$ cat src/rtl/teclado_matricial_param.sv
// ---------------------------------------------------------------------------
// teclado_matricial_param
//   Parametrised matrix-keypad scanner. Rows are driven active-low one at a
//   time and the active-low columns pass through a 2-FF synchroniser. A single
//   FSM (SCAN / DEB_PRESS / HELD / DEB_REL) debounces both press and release and
//   can auto-repeat while a key is held. Key events are queued in a
//   first-word-fall-through FIFO that the consumer reads with a valid/ready
//   handshake.
//
// Ports
//   clk         in   system clock
//   rst         in   synchronous reset, active-high
//   col_matriz  in   [COLS-1:0] column inputs, active-low, asynchronous
//   lin_matriz  out  [ROWS-1:0] row drive, active-low, exactly one bit low
//   repeat_en   in   1 = auto-repeat while a key is held
//   tecla_idx   out  FIFO head, key index = row*COLS + col
//   tecla_valid out  FIFO non-empty
//   tecla_ready in   head is popped when tecla_valid && tecla_ready at posedge
//   tecla_held  out  debounced key currently held
//   overflow    out  sticky: an event was dropped because the FIFO was full
// ---------------------------------------------------------------------------
module teclado_matricial_param #(
    parameter int ROWS            = 4,
    parameter int COLS            = 4,
    parameter int SCAN_DWELL      = 4,
    parameter int DEBOUNCE_CYCLES = 100,
    parameter int FIFO_DEPTH      = 4,
    parameter int REPEAT_DELAY    = 500,
    parameter int REPEAT_PERIOD   = 200
) (
    input  logic                          clk,
    input  logic                          rst,
    input  logic [COLS-1:0]               col_matriz,
    output logic [ROWS-1:0]               lin_matriz,
    input  logic                          repeat_en,
    output logic [$clog2(ROWS*COLS)-1:0]  tecla_idx,
    output logic                          tecla_valid,
    input  logic                          tecla_ready,
    output logic                          tecla_held,
    output logic                          overflow
);
    localparam int IDX_W   = $clog2(ROWS*COLS);
    localparam int ROW_W   = $clog2(ROWS);
    localparam int COL_W   = $clog2(COLS);
    localparam int DWELL_W = $clog2(SCAN_DWELL);
    localparam int DEB_W   = $clog2(DEBOUNCE_CYCLES + 1);
    localparam int REP_MAX = (REPEAT_DELAY > REPEAT_PERIOD) ? REPEAT_DELAY : REPEAT_PERIOD;
    localparam int REP_W   = $clog2(REP_MAX + 1);
    localparam int PTR_W   = $clog2(FIFO_DEPTH);

    typedef enum logic [1:0] {SCAN, DEB_PRESS, HELD, DEB_REL} state_t;

    state_t              r_state;
    logic [COLS-1:0]     r_col_meta, r_col_s, r_pat;
    logic [ROW_W-1:0]    r_row;
    logic [ROWS-1:0]     r_lin;
    logic [DWELL_W-1:0]  r_dwell;
    logic [DEB_W-1:0]    r_cnt;
    logic [REP_W-1:0]    r_rep;
    logic                r_rep_first;
    logic [IDX_W-1:0]    r_key;
    logic                r_held;

    logic [IDX_W-1:0]    r_mem [FIFO_DEPTH];
    logic [PTR_W-1:0]    r_wp, r_rp;
    logic [PTR_W:0]      r_count;
    logic                r_ovf;

    logic [COL_W-1:0]    w_scan_col;
    logic [IDX_W-1:0]    w_scan_key;
    logic [ROW_W-1:0]    w_next_row;
    logic                w_all_ones, w_press_done, w_rep_fire, w_push, w_pop, w_full, w_wr;
    logic [REP_W-1:0]    w_rep_target;

    // Lowest-numbered low column wins: iterate from the top so index 0 is written last.
    always_comb begin
        w_scan_col = '0;
        for (int unsigned i = 0; i < COLS; i++) begin
            if (!r_col_s[COLS-1-i]) w_scan_col = COL_W'(COLS - 1 - i);
        end
    end

    assign w_scan_key   = IDX_W'(r_row) * IDX_W'(COLS) + IDX_W'(w_scan_col);
    assign w_next_row   = (r_row == ROW_W'(ROWS - 1)) ? '0 : r_row + 1'b1;
    assign w_all_ones   = &r_col_s;
    assign w_press_done = (r_state == DEB_PRESS) && (r_col_s == r_pat)
                          && (r_cnt == DEB_W'(DEBOUNCE_CYCLES - 1));
    assign w_rep_target = r_rep_first ? REP_W'(REPEAT_DELAY - 1) : REP_W'(REPEAT_PERIOD - 1);
    // Repeat timer counts HELD cycles only; it pauses while a release is being debounced.
    assign w_rep_fire   = (r_state == HELD) && !w_all_ones && repeat_en && (r_rep == w_rep_target);
    assign w_push       = w_press_done || w_rep_fire;
    assign w_pop        = tecla_ready && (r_count != '0);
    assign w_full       = (r_count == (PTR_W+1)'(FIFO_DEPTH));
    assign w_wr         = w_push && (!w_full || w_pop);

    always_ff @(posedge clk) begin
        if (rst) begin
            r_col_meta  <= '1;
            r_col_s     <= '1;
            r_state     <= SCAN;
            r_row       <= '0;
            r_lin       <= ~ROWS'(1);
            r_dwell     <= '0;
            r_cnt       <= '0;
            r_pat       <= '1;
            r_key       <= '0;
            r_held      <= 1'b0;
            r_rep       <= '0;
            r_rep_first <= 1'b1;
        end else begin
            r_col_meta <= col_matriz;
            r_col_s    <= r_col_meta;
            case (r_state)
                SCAN: begin
                    if (r_dwell == DWELL_W'(SCAN_DWELL - 1)) begin
                        r_dwell <= '0;
                        if (w_all_ones) begin
                            r_row <= w_next_row;
                            r_lin <= ~(ROWS'(1) << w_next_row);
                        end else begin
                            r_pat   <= r_col_s;
                            r_key   <= w_scan_key;
                            r_cnt   <= '0;
                            r_state <= DEB_PRESS;
                        end
                    end else begin
                        r_dwell <= r_dwell + 1'b1;
                    end
                end
                DEB_PRESS: begin
                    if (r_col_s != r_pat) begin
                        r_cnt   <= '0;
                        r_dwell <= '0;
                        r_state <= SCAN;
                    end else if (w_press_done) begin
                        r_held      <= 1'b1;
                        r_rep       <= '0;
                        r_rep_first <= 1'b1;
                        r_state     <= HELD;
                    end else begin
                        r_cnt <= r_cnt + 1'b1;
                    end
                end
                HELD: begin
                    if (w_all_ones) begin
                        r_cnt   <= '0;
                        r_state <= DEB_REL;
                    end else if (!repeat_en) begin
                        r_rep       <= '0;
                        r_rep_first <= 1'b1;
                    end else if (w_rep_fire) begin
                        r_rep       <= '0;
                        r_rep_first <= 1'b0;
                    end else begin
                        r_rep <= r_rep + 1'b1;
                    end
                end
                DEB_REL: begin
                    if (!repeat_en) begin
                        r_rep       <= '0;
                        r_rep_first <= 1'b1;
                    end
                    if (!w_all_ones) begin
                        r_state <= HELD;
                    end else if (r_cnt == DEB_W'(DEBOUNCE_CYCLES - 1)) begin
                        r_held  <= 1'b0;
                        r_dwell <= '0;
                        r_row   <= w_next_row;
                        r_lin   <= ~(ROWS'(1) << w_next_row);
                        r_state <= SCAN;
                    end else begin
                        r_cnt <= r_cnt + 1'b1;
                    end
                end
                default: r_state <= SCAN;
            endcase
        end
    end

    // FIFO: a push coinciding with a pop is always accepted, even when full.
    always_ff @(posedge clk) begin
        if (rst) begin
            for (int unsigned i = 0; i < FIFO_DEPTH; i++) r_mem[i] <= '0;
            r_wp    <= '0;
            r_rp    <= '0;
            r_count <= '0;
            r_ovf   <= 1'b0;
        end else begin
            if (w_wr) begin
                r_mem[r_wp] <= r_key;
                r_wp        <= r_wp + 1'b1;
            end
            if (w_push && !w_wr) r_ovf <= 1'b1;
            if (w_pop) r_rp <= r_rp + 1'b1;
            case ({w_wr, w_pop})
                2'b10:   r_count <= r_count + 1'b1;
                2'b01:   r_count <= r_count - 1'b1;
                default: r_count <= r_count;
            endcase
        end
    end

    assign lin_matriz  = r_lin;
    assign tecla_idx   = r_mem[r_rp];
    assign tecla_valid = (r_count != '0);
    assign tecla_held  = r_held;
    assign overflow    = r_ovf;
endmodule

$ cat config.mk
export PLATFORM = sky130hd
export DESIGN_NAME = teclado_matricial_param
export DESIGN_NICKNAME = d
export VERILOG_FILES = /design/src/rtl/teclado_matricial_param.sv
export SDC_FILE = /design/constraint.sdc
export NUM_CORES = 1
export LEC_CHECK = 0
export ABC_AREA = 0
export CORE_MARGIN = 10
export CORE_UTILIZATION = 55
export DETAILED_ROUTE_END_ITERATION = 7
export PLACE_DENSITY = 0.8
export SYNTH_ARGS = -nofsm -noshare
export SYNTH_HDL_FRONTEND = slang
export SYNTH_SLANG_ARGS = --single-unit
$ cat constraint.sdc
create_clock -name clk -period 9.12 [get_ports clk]
set_clock_uncertainty 0.2 [all_clocks]
set_input_delay 2.736 -clock clk [delete_from_list [all_inputs] [get_ports clk]]
set_output_delay 2.736 -clock clk [all_outputs]
set_load 0.005 [all_outputs]
==> results of run 1 <==
==> how the worst max path moves through the flow <==
stage                       endpoint  depth (start not counted)       from  slack (ps)
after CTS                 r_count[1]                          9  repeat_en        4020
final                     r_count[1]                          9  repeat_en        4000
after floorplan           r_count[1]                          8  repeat_en        4320
after detailed placement  r_count[1]                          9  repeat_en        3670
after global placement    r_count[1]                          9  repeat_en        3720
after global routing      r_count[2]                          9  repeat_en        3910
==> sequential cells by signal, indices dropped and copies added (netlist names), 3 cells and up, named ones only <==
signal      flops
r_count         3
r_cnt           7
r_rep           9
r_key           4
r_mem          16
lin_matriz      4
r_pat           4
r_col_meta      4
r_col_s         4
==> final cells by class <==
class | instances | area [µm²] | area share
clock inverters | 5 | 58.8 | 0.0159
inverters | 12 | 45.0 | 0.0122
clock buffers | 11 | 133 | 0.0359
flip-flops and latches | 70 | 1560 | 0.422
repair buffers | 20 | 195 | 0.0528
multi-input cells | 239 | 1610 | 0.436
well taps | 75 | 93.8 | 0.0254
==> where the power goes <==
group | internal (mW) | switching (mW) | leakage (nW)
clock | 0.128 | 0.119 | 0.0929
sequential | 0.330 | 0.0126 | 0.590
combinational | 0.0395 | 0.0379 | 0.633
total | 0.498 | 0.170 | 1.32
==> worst max-delay path, cell delays in order <==
cell             delay (ps)
clkdlybuf4s50_1         490
nand2_1                  90
or4_4                   570
o22a_1                  310
nand2_1                 120
fa_1                    430
nor4_1                  300
o21ai_1                 110
nand2_1                  70
==> routing by layer <==
layer,up-vias,global-route usage
met5,-,0
met4,0,0.0772
met3,21,0.0462
met2,57,0.234
met1,1220,0.158
li1,1275,-
==> placed cells by master (no fill, tap or decap), drive strengths merged, types with 3 or more instances in the layout <==
cell type and instances:
and3 10, o31ai 8, or3 5, clkbuf 11
or4 10, dfxtp 54, nor4b 4, a21oi 26
and4 6, a21o 4, nor3 9, mux4 4
edfxtp 16, o211ai 5, o21ai 10, nand3 11
nand2 28, nand4 7, or2 11, clkdlybuf4s50 18
nor2 24, a31o 3, ha 7, o22ai 5
xnor2 6, mux2i 6, inv 13, and2 5
a211oi 4
==> kinds of logic after synthesis <==
kind of cell             count (synthesis)  share of synthesized area
multiplexers                            12                     0.0526
adder cells (fa/ha/maj)                  8                     0.0327
XOR/XNOR                                 8                     0.0213
flip-flops                              70                      0.475
AO/OA/AOI/OAI                           71                      0.141
AND/OR/NAND/NOR                        140                      0.243
buffers and inverters                   26                     0.0343
==> qor.yml, run 1 <==
power_and_ir_drop:
  cellPowerDensity_nw_per_um2: 181
  ir_drop_mv: 0.145
  finalPower_uw: 668
  leakage_nw: 1.32
global_route:
  grt_max_degree: 43
  grt_usage: 0.142
  grt-ovfl-total: 0
  grt_pass1_wl_um: 11400
  grt_pass1_vias: 2537
  antenna_found_initial: 0
drt:
  m1WireLength_um: 2890
  vias: 2573
  detail_route.vias_per_cell: 5.96
  wl_met2_um: 3220
  drt_first_pass_iters: 4
  routed.top_layer: "met4"
  wl_per_cell_um: 15.3
  wl_met3_um: 317
  drt-initial-drc-count: 111
  totalWireLength_um: 6620
  antenna_left: 0
  remaining_drc_errors: 0
cells_and_area:
  fin_util: 0.632
  finalInstanceArea_um2: 3700
  fill_cells: 484
  diodes: 0
  synthToLayoutAreaGrowth_pct: 12.6
  drive_above_1_share: 0.106
  fin_nets: 368
  instances_no_fill: 432
sta:
  finalCritPeriodShare: 0.562
  slew_headroom: 0.395
  tightestPinTransition_ps: 907
  fin_ws_ps: 4000
  final-max-slew-violation-count: 0
  final-setup-viol-count: 0
  clock.fmax_mhz: 195
  finalHoldViolCount: 0
  rsz0062_at_grt: "no"
  fin_crit_ps: 5120
  holdWs_ps: 204
  tns_ps: 0
critical_path:
  critical_path.max_fanout: 7
  r2r_start: "r_cnt[0]"
  worstPathArrival_ps: 5220
  required_ps: 9220
  end_kind: "flop"
  setup.worst_path.start_class: "input pin"
  r2r_slack_ps: 6160
  r2r_end: "r_count[2]"
  reg2regPathDepth: 9
  path_class: "in2reg"
synthesis:
  synth_top_area_cell: "dfxtp_1"
  avgSynthCellArea_um2: 9.81
  async_flop_share: 0
  synth_area_leaders: "dfxtp_1 33%, edfxtp_1 15%, a21oi_1 4.0%"
  yosysMostFrequentCell: "dfxtp_1"
  syn_inst: 335
  synth-edff-count: 16
  ys_ff_latch: 70
  yosys-top-cells-count: "54 x dfxtp_1, 28 x nand2_1, 26 x a21oi_1"
  ys_warn_count: 0
  syn_area_um2: 3290
  synth.distinct_cells: 53
  synth_nets: 351
  ys_seq_area_frac: 0.475
  synth_ff_type: "dfxtp_1"
  synth_top_area_frac: 0.329
clocking:
  numCtsBuffers: 9
  cts_sinks: 70
  clock_latency_ps: 350
  ctsResizeCount: 0
  cts_hold_buf: 0
  clk_pin_slew_ps: 80
  htreeDepth: 3
  cts_root_buf: "clkbuf_8"
  clk_path_buf_depth: 2
  post_cts_buffers: 0
  cts_tree: "done"
worst_hold_path:
  holdCritStartpoint: "r_col_meta[0]"
  hp-class: "reg2reg"
  min_to: "r_col_s[0]"
  hold_path_depth: 1
place:
  hpwl_um: 4580
  dp.cells: 416
  place_ws_ps: 3670
  portBuffers: 18
  gp_congestion: 0.814
  place_area_um2: 3510
die:
  io_pins: 19
  die_w_um: 97.3
  fp.dieH_um: 97.3
  fp-row-count: 28
  start_util: 0.562
  die_area_um2: 9470
  coreArea_um2: 5850
flow_run:
  cap_violations: 0
run_status:
  status: "completed"
No activity file was read; power rests on OpenSTA's default activity.
==> run 2: changes to the inputs <==
--- a/config.mk
+++ b/config.mk
@@ -7,9 +7,9 @@
 export LEC_CHECK = 0
 export ABC_AREA = 0
 export CORE_MARGIN = 10
-export CORE_UTILIZATION = 55
+export CORE_UTILIZATION = 53
 export DETAILED_ROUTE_END_ITERATION = 7
-export PLACE_DENSITY = 0.8
+export PLACE_DENSITY = 0.81
 export SYNTH_ARGS = -nofsm -noshare
 export SYNTH_HDL_FRONTEND = slang
 export SYNTH_SLANG_ARGS = --single-unit
==> constraint.sdc (replaced) <==
create_clock -name clk -period 4.32 [get_ports clk]
set_clock_uncertainty 0.2 [all_clocks]
set_input_delay 1.296 -clock clk [delete_from_list [all_inputs] [get_ports clk]]
set_output_delay 1.296 -clock clk [all_outputs]
set_load 0.005 [all_outputs]
==> run 2 against run 1 <==
- combinational power increased by 110%
- first-iteration DRC count increased by 22%
- clock power grew 110%
- critical path type unchanged
- critical endpoint unchanged
- largest cell class unchanged
- highest routed layer unchanged
==> qor.yml, run 2 (synthesized netlist as in run 1, its figures left out) <==
power_and_ir_drop:
  ir_drop_mv: 0.249  # was 0.145 mV
  leakage_nw: 1.33  # was 1.32 nW
  cellPowerDensity_nw_per_um2: 378  # was 181 nW/µm²
cells_and_area:
  fin_nets: 369  # was 368
  regArea_um2: 1560  # unchanged
  regMostFlops: "r_mem"  # unchanged
  layout_commonest_cell: "dfxtp_1"  # unchanged
  largest_reg_flops: 16  # unchanged
  drive_above_1_share: 0.112  # was 0.106
  diodes: 0  # unchanged
  synthToLayoutAreaGrowth_pct: 13.0  # was 12.6%
  reg_top3: "r_mem x16, r_rep x9, r_cnt x7"  # unchanged
  final_cell_mix: "54 x dfxtp_1, 28 x nand2_1, 26 x a21oi_1"  # unchanged
  multi_input_area_um2: 1610  # unchanged
  fill_cells: 502  # was 484
die:
  die_area_um2: 9750  # was 9470 µm²
  die_w_um: 98.7  # was 97.3 µm
  fp.dieH_um: 98.7  # was 97.3 µm
  coreArea_um2: 5960  # was 5850 µm²
  start_util: 0.552  # was 0.562
  io_pins: 19  # unchanged
  fp-row-count: 28  # unchanged
critical_path:
  r2r_end: "r_count[2]"  # unchanged
  setup.worst_path.start_class: "input pin"  # unchanged
  r2r_start: "r_cnt[0]"  # unchanged
  critical_path.max_fanout: 7  # unchanged
  worstPathArrival_ps: 3760  # was 5220 ps
  required_ps: 4420  # was 9220 ps
  r2r_slack_ps: 1360  # was 6160 ps
  reg2regPathDepth: 9  # unchanged
  path_class: "in2reg"  # unchanged
  end_kind: "flop"  # unchanged
global_route:
  antenna_found_initial: 0  # unchanged
  grt-ovfl-total: 0  # unchanged
  grt_pass1_vias: 2351  # was 2,537
  grt_pass1_wl_um: 10800  # was 11,400 µm
  grt_usage: 0.132  # was 0.142
  grt_max_degree: 30  # was 43
sta:
  clock.fmax_mhz: 273
  tns_ps: 0  # unchanged
  final-setup-viol-count: 0  # unchanged
  fin_crit_ps: 3670
  finalHoldViolCount: 0  # unchanged
  finalCritPeriodShare: 0.849
  tightestPinTransition_ps: 925  # was 907 ps
  slew_headroom: 0.383  # was 0.395
  fin_ws_ps: 654  # was 4000 ps
  final-max-slew-violation-count: 0  # unchanged
  rsz0062_at_grt: "no"  # unchanged
worst_hold_path:
  holdCritStartpoint: "r_col_meta[3]"  # was r_col_meta[0]
  hold_path_depth: 1  # unchanged
  hp-class: "reg2reg"  # unchanged
  min_to: "r_col_s[3]"  # was r_col_s[0]
clocking:
  cts_hold_buf: 0  # unchanged
  htreeDepth: 3  # unchanged
  cts_tree: "done"  # unchanged
  numCtsBuffers: 9  # unchanged
  clk_pin_slew_ps: 70  # was 80 ps
  ctsResizeCount: 0  # unchanged
  clk_path_buf_depth: 2  # unchanged
  cts_sinks: 70  # unchanged
  post_cts_buffers: 0  # unchanged
  clock_latency_ps: 350  # about the same
  cts_root_buf: "clkbuf_8"  # unchanged
drt:
  drt-initial-drc-count: 135  # was 111
  remaining_drc_errors: 0  # unchanged
  vias: 2527  # was 2,573
  wl_per_cell_um: 14.3  # was 15.3 µm
  antenna_left: 0  # unchanged
  drt_first_pass_iters: 4  # unchanged
  detail_route.vias_per_cell: 5.84  # was 5.96
  totalWireLength_um: 6190  # was 6620 µm
place:
  hpwl_um: 4450  # was 4580 µm
  gp_congestion: 0.858  # was 0.814
  portBuffers: 18  # unchanged
  place_ws_ps: 300  # was 3670 ps
run_status:
  status: "completed"  # unchanged
flow_run:
  cap_violations: 0  # unchanged
## run 2: cell count changes in the layout (fill, tap and decap cells not counted), sizes merged
cell      delta
clkbuf       -2
clkinv       +3
buf          +1
clkinvlp     -1
## run 2: where the power goes
group,internal (mW),total (mW),leakage (nW),switching (mW)
Combinational,0.0833,0.160,0.638,0.0771
Clock,0.268,0.521,0.0996,0.253
Sequential,0.698,0.722,0.590,0.0242
Total,1.05,1.40,1.33,0.354
## run 2: worst max-delay path: stages
cell,delay [ps]
clkdlybuf4s50_1,490
nand2_1,90
or4_4,570
o22a_1,310
nand2_1,120
fa_1,430
nor4_1,290
o21ai_1,100
nand2_1,70
## run 2: final cells by class
cell class / instances / share of cell area
clock buffers: 9 / 0.0334
flip-flops and latches: 70 / 0.421
multi-input cells: 239 / 0.434
inverters: 12 / 0.0121
clock inverters: 7 / 0.0199
repair buffers: 21 / 0.0546
well taps: 75 / 0.0253
## run 2: routing by layer
layer  GRT usage  up-vias  wire length (µm)
met2       0.210       56              2940
li1            -     1284                 -
met1       0.153     1174              2800
met5           0        -                 0
met3      0.0489       13               305
met4      0.0617        0               142
## run 2: how the worst max path moves through the flow
stage	from	cells past startpoint	slack (ps)	end
after floorplan	repeat_en	8	960	r_count[1]
after global placement	repeat_en	9	360	r_count[1]
after detailed placement	repeat_en	9	300	r_count[1]
after CTS	repeat_en	9	660	r_count[1]
after global routing	repeat_en	9	520	r_count[1]
final	repeat_en	9	650	r_count[1]
## run 2: through the flow
step           power (mW)  area [µm²]  hold slack [ps]   util  std cells
2_1_floorplan       0.839        3290              189      -        335
3_3_place_gp        0.891        3510              191  0.590        417
3_5_place_dp        0.898        3510              194  0.590        417
4_1_cts              1.42        3710              210  0.623        433
5_1_grt              1.47        3710              221  0.623        433
6_report             1.40        3710              209  0.623        433
